<file path="src/rtl/mem_port_arbiter_if.sv">
// Shared-memory-port bundle: fetch and load/store request/done handshakes,
// the shared BRAM port itself, and the arbiter busy flag.
interface mem_port_arbiter_if #(
    parameter int ADDR_W = 15,
    parameter int DATA_W = 32
);
    logic              i_req;
    logic [ADDR_W-1:0] i_addr;
    logic [DATA_W-1:0] i_rdata;
    logic              i_done;

    logic              d_req;
    logic [ADDR_W-1:0] d_addr;
    logic [DATA_W-1:0] d_wdata;
    logic [3:0]        d_wmask;
    logic [DATA_W-1:0] d_rdata;
    logic              d_done;

    logic [ADDR_W-1:0] a_mem;
    logic [DATA_W-1:0] sd_mem;
    logic [DATA_W-1:0] ld_mem;
    logic [3:0]        mem_write_flag;
    logic              mem_read_flag;
    logic              busy;

    // Requesters and the memory model sit on the master side.
    modport master (
        output i_req, i_addr, d_req, d_addr, d_wdata, d_wmask, ld_mem,
        input  i_rdata, i_done, d_rdata, d_done,
               a_mem, sd_mem, mem_write_flag, mem_read_flag, busy
    );

    modport slave (
        input  i_req, i_addr, d_req, d_addr, d_wdata, d_wmask, ld_mem,
        output i_rdata, i_done, d_rdata, d_done,
               a_mem, sd_mem, mem_write_flag, mem_read_flag, busy
    );
endinterface

</file>
<file path="src/rtl/mem_port_arbiter.sv">
// Round-robin arbiter putting the fetcher and load/store unit onto one BRAM port,
// one transaction at a time: strobe, fixed read latency, one-cycle done pulse.
module mem_port_arbiter #(
    parameter int ADDR_W       = 15,
    parameter int DATA_W       = 32,
    parameter int READ_LATENCY = 2
) (
    input logic              clk,
    input logic              rst,
    mem_port_arbiter_if.slave bus
);
    typedef enum logic [1:0] {IDLE, STROBE, WAIT, DONE} state_t;
    typedef enum logic {PORT_I, PORT_D} port_t;

    localparam logic [2:0] CNT_INIT = 3'(READ_LATENCY - 1);

    state_t            state, state_n;
    port_t             last, last_n;
    port_t             gnt, gnt_n;
    logic              is_store, is_store_n;
    logic [2:0]        cnt, cnt_n;
    logic              pick_d;

    logic [ADDR_W-1:0] a_mem_n;
    logic [DATA_W-1:0] sd_mem_n;
    logic [DATA_W-1:0] i_rdata_n;
    logic [DATA_W-1:0] d_rdata_n;
    logic [3:0]        wflag_n;
    logic              rflag_n;
    logic              i_done_n;
    logic              d_done_n;
    logic              busy_n;

    // Every output is computed one cycle early here and registered below,
    // so nothing on the port is combinational from an input.
    always_comb begin
        state_n    = state;
        last_n     = last;
        gnt_n      = gnt;
        is_store_n = is_store;
        cnt_n      = cnt;
        a_mem_n    = bus.a_mem;
        sd_mem_n   = bus.sd_mem;
        i_rdata_n  = bus.i_rdata;
        d_rdata_n  = bus.d_rdata;
        wflag_n    = 4'b0000;
        rflag_n    = 1'b0;
        i_done_n   = 1'b0;
        d_done_n   = 1'b0;

        // On a tie, data wins unless data was the previous grant.
        pick_d = bus.d_req && (!bus.i_req || last == PORT_I);

        case (state)
            IDLE: begin
                if (bus.i_req || bus.d_req) begin
                    gnt_n      = pick_d ? PORT_D : PORT_I;
                    last_n     = gnt_n;
                    is_store_n = pick_d && (bus.d_wmask != 4'b0000);
                    a_mem_n    = pick_d ? bus.d_addr : bus.i_addr;
                    sd_mem_n   = pick_d ? bus.d_wdata : '0;
                    wflag_n    = pick_d ? bus.d_wmask : 4'b0000;
                    rflag_n    = !is_store_n;
                    state_n    = STROBE;
                end
            end
            STROBE: begin
                if (is_store) begin
                    d_done_n = 1'b1;
                    state_n  = DONE;
                end else begin
                    cnt_n   = CNT_INIT;
                    state_n = WAIT;
                end
            end
            WAIT: begin
                if (cnt == 3'd0) begin
                    if (gnt == PORT_D) begin
                        d_rdata_n = bus.ld_mem;
                        d_done_n  = 1'b1;
                    end else begin
                        i_rdata_n = bus.ld_mem;
                        i_done_n  = 1'b1;
                    end
                    state_n = DONE;
                end else begin
                    cnt_n = cnt - 3'd1;
                end
            end
            DONE: begin
                state_n = IDLE;
            end
            default: begin
                state_n = IDLE;
            end
        endcase

        busy_n = (state_n != IDLE);
    end

    always_ff @(posedge clk) begin
        if (rst) begin
            state              <= IDLE;
            last               <= PORT_I;
            gnt                <= PORT_I;
            is_store           <= 1'b0;
            cnt                <= 3'd0;
            bus.a_mem          <= '0;
            bus.sd_mem         <= '0;
            bus.i_rdata        <= '0;
            bus.d_rdata        <= '0;
            bus.mem_write_flag <= 4'b0000;
            bus.mem_read_flag  <= 1'b0;
            bus.i_done         <= 1'b0;
            bus.d_done         <= 1'b0;
            bus.busy           <= 1'b0;
        end else begin
            state              <= state_n;
            last               <= last_n;
            gnt                <= gnt_n;
            is_store           <= is_store_n;
            cnt                <= cnt_n;
            bus.a_mem          <= a_mem_n;
            bus.sd_mem         <= sd_mem_n;
            bus.i_rdata        <= i_rdata_n;
            bus.d_rdata        <= d_rdata_n;
            bus.mem_write_flag <= wflag_n;
            bus.mem_read_flag  <= rflag_n;
            bus.i_done         <= i_done_n;
            bus.d_done         <= d_done_n;
            bus.busy           <= busy_n;
        end
    end
endmodule
</file>
<file path="src/flat_wrapper.sv">
// flat-port wrapper written by rule: the top's interface ports become plain ports
module mem_port_arbiter_flat 
#(
    parameter int ADDR_W       = 15,
    parameter int DATA_W       = 32,
    parameter int READ_LATENCY = 2
)
  (clk, rst, bus_i_req, bus_i_addr, bus_d_req, bus_d_addr, bus_d_wdata, bus_d_wmask, bus_ld_mem, bus_i_rdata, bus_i_done, bus_d_rdata, bus_d_done, bus_a_mem, bus_sd_mem, bus_mem_write_flag, bus_mem_read_flag, bus_busy);
  mem_port_arbiter_if #(.ADDR_W(ADDR_W), .DATA_W(DATA_W)) bus_i ();
  input logic clk;
  input logic rst;
  input wire logic [$bits(bus_i.i_req)-1:0] bus_i_req;
  input wire logic [$bits(bus_i.i_addr)-1:0] bus_i_addr;
  input wire logic [$bits(bus_i.d_req)-1:0] bus_d_req;
  input wire logic [$bits(bus_i.d_addr)-1:0] bus_d_addr;
  input wire logic [$bits(bus_i.d_wdata)-1:0] bus_d_wdata;
  input wire logic [$bits(bus_i.d_wmask)-1:0] bus_d_wmask;
  input wire logic [$bits(bus_i.ld_mem)-1:0] bus_ld_mem;
  output wire logic [$bits(bus_i.i_rdata)-1:0] bus_i_rdata;
  output wire logic [$bits(bus_i.i_done)-1:0] bus_i_done;
  output wire logic [$bits(bus_i.d_rdata)-1:0] bus_d_rdata;
  output wire logic [$bits(bus_i.d_done)-1:0] bus_d_done;
  output wire logic [$bits(bus_i.a_mem)-1:0] bus_a_mem;
  output wire logic [$bits(bus_i.sd_mem)-1:0] bus_sd_mem;
  output wire logic [$bits(bus_i.mem_write_flag)-1:0] bus_mem_write_flag;
  output wire logic [$bits(bus_i.mem_read_flag)-1:0] bus_mem_read_flag;
  output wire logic [$bits(bus_i.busy)-1:0] bus_busy;
  assign bus_i.i_req = bus_i_req;
  assign bus_i.i_addr = bus_i_addr;
  assign bus_i.d_req = bus_d_req;
  assign bus_i.d_addr = bus_d_addr;
  assign bus_i.d_wdata = bus_d_wdata;
  assign bus_i.d_wmask = bus_d_wmask;
  assign bus_i.ld_mem = bus_ld_mem;
  assign bus_i_rdata = bus_i.i_rdata;
  assign bus_i_done = bus_i.i_done;
  assign bus_d_rdata = bus_i.d_rdata;
  assign bus_d_done = bus_i.d_done;
  assign bus_a_mem = bus_i.a_mem;
  assign bus_sd_mem = bus_i.sd_mem;
  assign bus_mem_write_flag = bus_i.mem_write_flag;
  assign bus_mem_read_flag = bus_i.mem_read_flag;
  assign bus_busy = bus_i.busy;
  mem_port_arbiter #(.ADDR_W(ADDR_W), .DATA_W(DATA_W), .READ_LATENCY(READ_LATENCY)) u_core (.clk(clk), .rst(rst), .bus(bus_i));
endmodule
</file>
<file path="config.mk">
export PLATFORM = sky130hd
export DESIGN_NAME = mem_port_arbiter_flat
export DESIGN_NICKNAME = d
export VERILOG_FILES = /design/src/rtl/mem_port_arbiter_if.sv /design/src/rtl/mem_port_arbiter.sv /design/src/flat_wrapper.sv
export SDC_FILE = /design/constraint.sdc
export NUM_CORES = 1
export LEC_CHECK = 0
export ABC_AREA = 1
export BUFFER_PORTS_ARGS = -buffer_cell sky130_fd_sc_hd__buf_2
export CAP_MARGIN = 20
export CORE_MARGIN = 2
export CORE_UTILIZATION = 46
export DETAILED_ROUTE_END_ITERATION = 6
export GPL_TIMING_DRIVEN = 0
export PLACE_DENSITY = 0.83
export SYNTH_ARGS = -nofsm -noshare
export SYNTH_HDL_FRONTEND = slang
export SYNTH_SLANG_ARGS = --single-unit
</file>
<file path="constraint.sdc">
create_clock -name clk -period 1.6 [get_ports clk]
set_clock_uncertainty 0.1 [all_clocks]
set_input_delay 0.08 -clock clk [delete_from_list [all_inputs] [get_ports clk]]
set_output_delay 0.08 -clock clk [all_outputs]
set_load 0.05 [all_outputs]
</file>
==> flow_summary.ini, run 1 <==
[drt]
drtPass1Iterations = 6
drc = 0
drtIter0Drc = 446
via_per_inst = 5.16
via_count = 5848
antenna_left = 0
wl_per_cell_um = 16.6
routed_wl_um = 18800

[final_layout]
syn_to_final_growth_pct = 69.9
finalNetCount = 1092
drive_above_1_share = 0.349
final_common_cell = buf_2
diodes = 0
final_cell_mix = buf_2, nor2_1, dfxtp_1
fin_area_um2 = 8050

[synthesis]
netlist.area_leader.share = 0.532
ys_seq_area_frac = 0.532
synth_area_leaders = dfxtp_1, nor2_1, o21ai_0
synth.distinct_cells = 20
synthesis.nets = 739
synth-seq-cells = 126
syn_inst = 631
synth_area_leader_cell = dfxtp_1
synth_area_per_cell_um2 = 7.51
synth.yosys.warnings = 0
syn_area_um2 = 4740

[clock_network]
cts_root_buf = clkbuf_8
numCtsBuffers = 17
clk_latency_ps = 500
htree_num_levels = 4
clkSinkCount = 126
cts_tree = done
clk_pin_slew_ps = 70
cts_buffer_depth = 2

[sta]
max-slew-margin-rel = 0.701
fmax_mhz = 583
tightest_slew_ps = 449
finalSetupViolCount = 19
holdWs_ps = 248
setup_slack_ps = -116
slew_viol_final = 0
post-route-period-util = 1.07
hold_viol_final = 0
grt_setup_unrepaired = true
final.min_clock_period_ps = 1720

[power_and_ir_drop]
vdd.ir_drop.worst_uv = 929
power_mw = 13.2
leakage_nw = 4.15
powerDensity_nw_per_um2 = 1640

[global_routing]
antenna_found_initial = 0
grt_pass1_wl_um = 26900
grt_util_all_layers = 0.302
grt_pass1_vias = 5495
grt_max_degree = 17
grt.overflow.total = 0

[placed_design]
hpwl_um = 9630
io_buffers = 220
place.gp.congestion = 0.859
dpl_cell_area_um2 = 6010

[worst_setup_path]
end_kind = register
cp_max_fo = 10
cp.required_ps = 1890
crit_arrival_ps = 2000
cp-start-kind = register
worst-setup-path-type = register to register

[hold_path]
hp-class = input port to register

[die]
row_count = 37
die-width_um = 105
die_area_um2 = 11100
io_pins = 221
die_h_um = 105
core_area_um2 = 10100
initial_core_util = 0.467

[job]
maxCapViolCount = 0

[status]
failed_checks = negative setup slack
status = complete, but fails checks
-- per-layer routing --
layer / routed length (um) / part of all wire / vias to the layer above / GRT usage
met5: 0 / 0 / - / 0
met4: 988 / 0.052 / 0 / 0.155
met3: 1730 / 0.092 / 104 / 0.0866
met2: 9130 / 0.48 / 408 / 0.533
met1: 6980 / 0.37 / 2631 / 0.330
li1: - / - / 2705 / -
-- worst max-delay path, stage by stage (launching register included) --
cell and delay (ps):
dfxtp_1 320, inv_2 50, ha_4 160, ha_4 150
nand2_4 100, nor2_4 70, buf_6 130, buf_6 130
o21ai_0 290, nor2_1 90
-- report_power, final --
part           switching [mW]  total, mW  internal [mW]
combinational            3.93       5.64           1.70
clock                    1.52       3.43           1.91
sequential              0.376       4.17           3.79
-- Yosys cell counts (all sizes together) --
cell type and number:
buf 26, nand3 34, o21ai 115, a21oi 4, ha 6, nor2 191, inv 66, clkbuf 11
nand2 50, nand4 2, dfxtp 126
-- cell families after synthesis --
logic type,share of synthesized area
buffers and inverters,0.0911
flip-flops,0.532
AO/OA/AOI/OAI,0.126
AND/OR/NAND/NOR,0.235
adder cells (fa/ha/maj),0.0158
-- worst paths after layout --
path	slack, ps	cells after the start	to	start
max	-120	9	u_core.bus.i_rdata[14]	u_core.cnt[1]
min	250	3	u_core.cnt[1]	rst
max reg2reg	-120	9	u_core.bus.i_rdata[14]	u_core.cnt[1]
min reg2reg	380	2	u_core.bus.sd_mem[31]	u_core.bus.sd_mem[31]
-- final cells by class --
cell class	count	area, um2
timing repair inverter	1	6.26
multi-input combinational	402	2030
clock buffer	17	414
inverter	66	255
clock inverter	15	111
timing repair buffer	333	2260
sequential	126	2520
tap	136	170
buffer	37	274
fill	608	2090
-- flip-flops by register name (all words and copies together) (netlist names) --
register and count:
u_core.cnt 3, u_core.bus.busy 1, u_core.bus.sd_mem 32, u_core.bus.i_rdata 32, u_core.bus.i_done 1, u_core.last 1, u_core.bus.mem_read_flag 1, u_core.bus.d_done 1
u_core.bus.d_rdata 32, u_core.is_store 1, u_core.bus.mem_write_flag 4, u_core.bus.a_mem 15, u_core.state 2
-- per-stage QoR --
step | worst slack [ps] | utilization | TNS (ps) | std cells
finish | -116 | 0.794 | -560 | 1133
global route | -121 | 0.794 | -2240 | 1133
CTS | -5.16 | 0.755 | -10.0 | 1121
detailed placement | -178 | 0.593 | -6950 | 987
global placement | -170 | 0.593 | -5360 | 987
floorplan | 140 | - | 0 | 631
-- repair_timing --
item / in CTS / in global routing
cloned: 0 / 4
endpoints found under the setup margin: 106 / 89
resized for setup: 30 / 94
hold buffers: 101 / 0
endpoints found under the hold margin: 121 / 0
pin swaps: 2 / 11
buffers inserted: 1 / 8
Power figures use the tool's default switching activity.
==> run 2: changes to the inputs <==
REMOVE_ABC_BUFFERS = 1   (was default)
==> flow_summary.ini, run 2 (same netlist as run 1, synthesis figures left out) <==
[clock_network]
clkSinkCount = 126
cts_root_buf = clkbuf_8
htree_num_levels = 4
numCtsBuffers = 17
cts_tree = done
clk_pin_slew_ps = 70
clk_latency_ps = 510
cts_buffer_depth = 2

[final_layout]
finalNetCount = 1072
regArea_um2 = 2530
multiInputGateArea_um2 = 1970
reg_top3 = u_core.bus.d_rdata (32), u_core.bus.i_rdata (32), u_core.bus.sd_mem (32)
fin_area_um2 = 8010
final_util = 0.790
final_cell_mix = buf_2, nor2_1, dfxtp_1
drive_above_1_share = 0.323
fillers = 593
syn_to_final_growth_pct = 69.0
diodes = 0
final_common_cell = buf_2

[worst_setup_path]
timing.rr.start = u_core.cnt[0]
path_cells = inv_2, ha_4, ha_4, nand2_8, nor2_4, buf_12, buf_12, buf_4, o21ai_2, nor2_1
r2r_end = u_core.bus.d_rdata[14]
crit_arrival_ps = 1960
worst-setup-path-type = register to register
worstRegToRegCells = 10
cp_slowest_cell = dfxtp_2
cp_max_fo = 8
end_kind = register
cpPeakStageDelay_ps = 330
cp-start-kind = register
cp.required_ps = 1910
rrSetupSlack_ps = -50

[global_routing]
antenna_found_initial = 0
grt_util_all_layers = 0.309
grt.overflow.total = 0
grt_max_degree = 105
grt_pass1_vias = 5508
grt_pass1_wl_um = 27400

[power_and_ir_drop]
vdd.ir_drop.worst_uv = 867
powerDensity_nw_per_um2 = 1740
power_mw = 13.9
leakage_nw = 4.14

[drt]
via_count = 5748
via_per_inst = 5.16
drc = 0
met3WireLength_um = 1620
antenna_left = 0
wl_per_cell_um = 17.0
drtPass1Iterations = 5
top_layer = met4
m1WireLength_um = 7230
drtIter0Drc = 407
routed_wl_um = 19000
met2_length_um = 9370

[sta]
tightest_slew_ps = 495
slew_viol_final = 0
hold_viol_final = 0
fmax_mhz = 606
setup_slack_ps = -49.5
finalSetupViolCount = 4
grt_setup_unrepaired = true
final.min_clock_period_ps = 1650
max-slew-margin-rel = 0.669
post-route-period-util = 1.03

[status]
failed_checks = negative setup slack
status = complete, but fails checks

[die]
die-width_um = 105
io_pins = 221
core_area_um2 = 10100
die_h_um = 105
die_area_um2 = 11100
initial_core_util = 0.467
row_count = 37

[placed_design]
place.gp.congestion = 0.808
hpwl_um = 8180
io_buffers = 220
dpl_cell_area_um2 = 5890

[hold_path]
min-delay-start = bus_d_req
hp-class = input port to register
min_to = u_core.bus.mem_write_flag[1]
hold_path_depth = 3

[job]
maxCapViolCount = 0
[run 2: cell count changes in the layout (fill, tap and decap cells not counted), moves of 7 or more]
cell and change:
nor2_4 -16, o21ai_1 +10, buf_12 +7, buf_6 -8, nor2_1 +34, nor2_2 -15, clkbuf_1 -7, o21ai_0 -16
[run 2: worst max path at each step]
| stage | slack (ps) | cells past startpoint | from | endpoint |
|---|---|---|---|---|
| 5_1_grt | -60 | 9 | u_core.cnt[1] | u_core.bus.i_rdata[7] |
| 3_5_place_dp | -920 | 7 | u_core.state[0] | u_core.bus.i_rdata[22] |
| 2_1_floorplan | -1270 | 3 | rst | u_core.bus.sd_mem[0] |
| 6_report | -50 | 10 | u_core.cnt[0] | u_core.bus.d_rdata[14] |
| 3_3_place_gp | -3090 | 4 | rst | u_core.bus.sd_mem[7] |
| 4_1_cts | -20 | 9 | u_core.cnt[0] | u_core.bus.i_rdata[17] |
[run 2: worst max-delay path, delay by kind of cell (launching register included)]
kind	cells	cell delay [ps]
buffers and inverters	4	460
DFF	1	330
adders and majority gates	2	330
and+or+nand+nor	3	220
AOI/OAI and AO/OA	1	110
[run 2: report_power, final]
part,internal [mW],total [mW],switching (mW),leakage [nW]
combinational,1.87,5.96,4.09,2.83
clock,2.16,3.77,1.60,0.282
sequential,3.80,4.19,0.389,1.03
total,7.83,13.9,6.08,4.14
[run 2: metrics by stage]
| stage | setup TNS, ps | worst slack, ps | instances | hold WS [ps] |
|---|---|---|---|---|
| 2_1_floorplan | -78220 | -1270 | 594 | 51.7 |
| 4_1_cts | -113 | -17.9 | 1093 | 11.8 |
| 3_3_place_gp | -245900 | -3090 | 950 | 170 |
| 5_1_grt | -597 | -63.0 | 1113 | 27.5 |
| 6_report | -76.6 | -49.5 | 1113 | 42.7 |
| 3_5_place_dp | -71810 | -921 | 953 | 209 |
[run 2: final cells by class]
cell class / instances / area share
clock buffers: 18 / 0.0534
clock inverters: 14 / 0.0188
inverters: 66 / 0.0341
multi-input cells: 406 / 0.246
flip-flops and latches: 126 / 0.316
well taps: 136 / 0.0212
repair buffers: 346 / 0.310
repair inverters: 1 / 0.000781
[run 2: what timing repair did]
| action | 4_1_cts | 5_1_grt |
|---|---|---|
| endpoints found under the setup margin | 120 | 112 |
| gates cloned | 4 | 5 |
| hold buffers | 100 | 0 |
| setup buffers | 4 | 15 |
| endpoints found under the hold margin | 123 | 0 |
| resized for setup | 35 | 48 |
| pin swaps | 6 | 12 |
[run 2: layer usage]
layer,track usage,vias up
met2,0.549,372
met4,0.155,0
li1,-,2662
met1,0.341,2640
met3,0.0804,74
met5,0,-
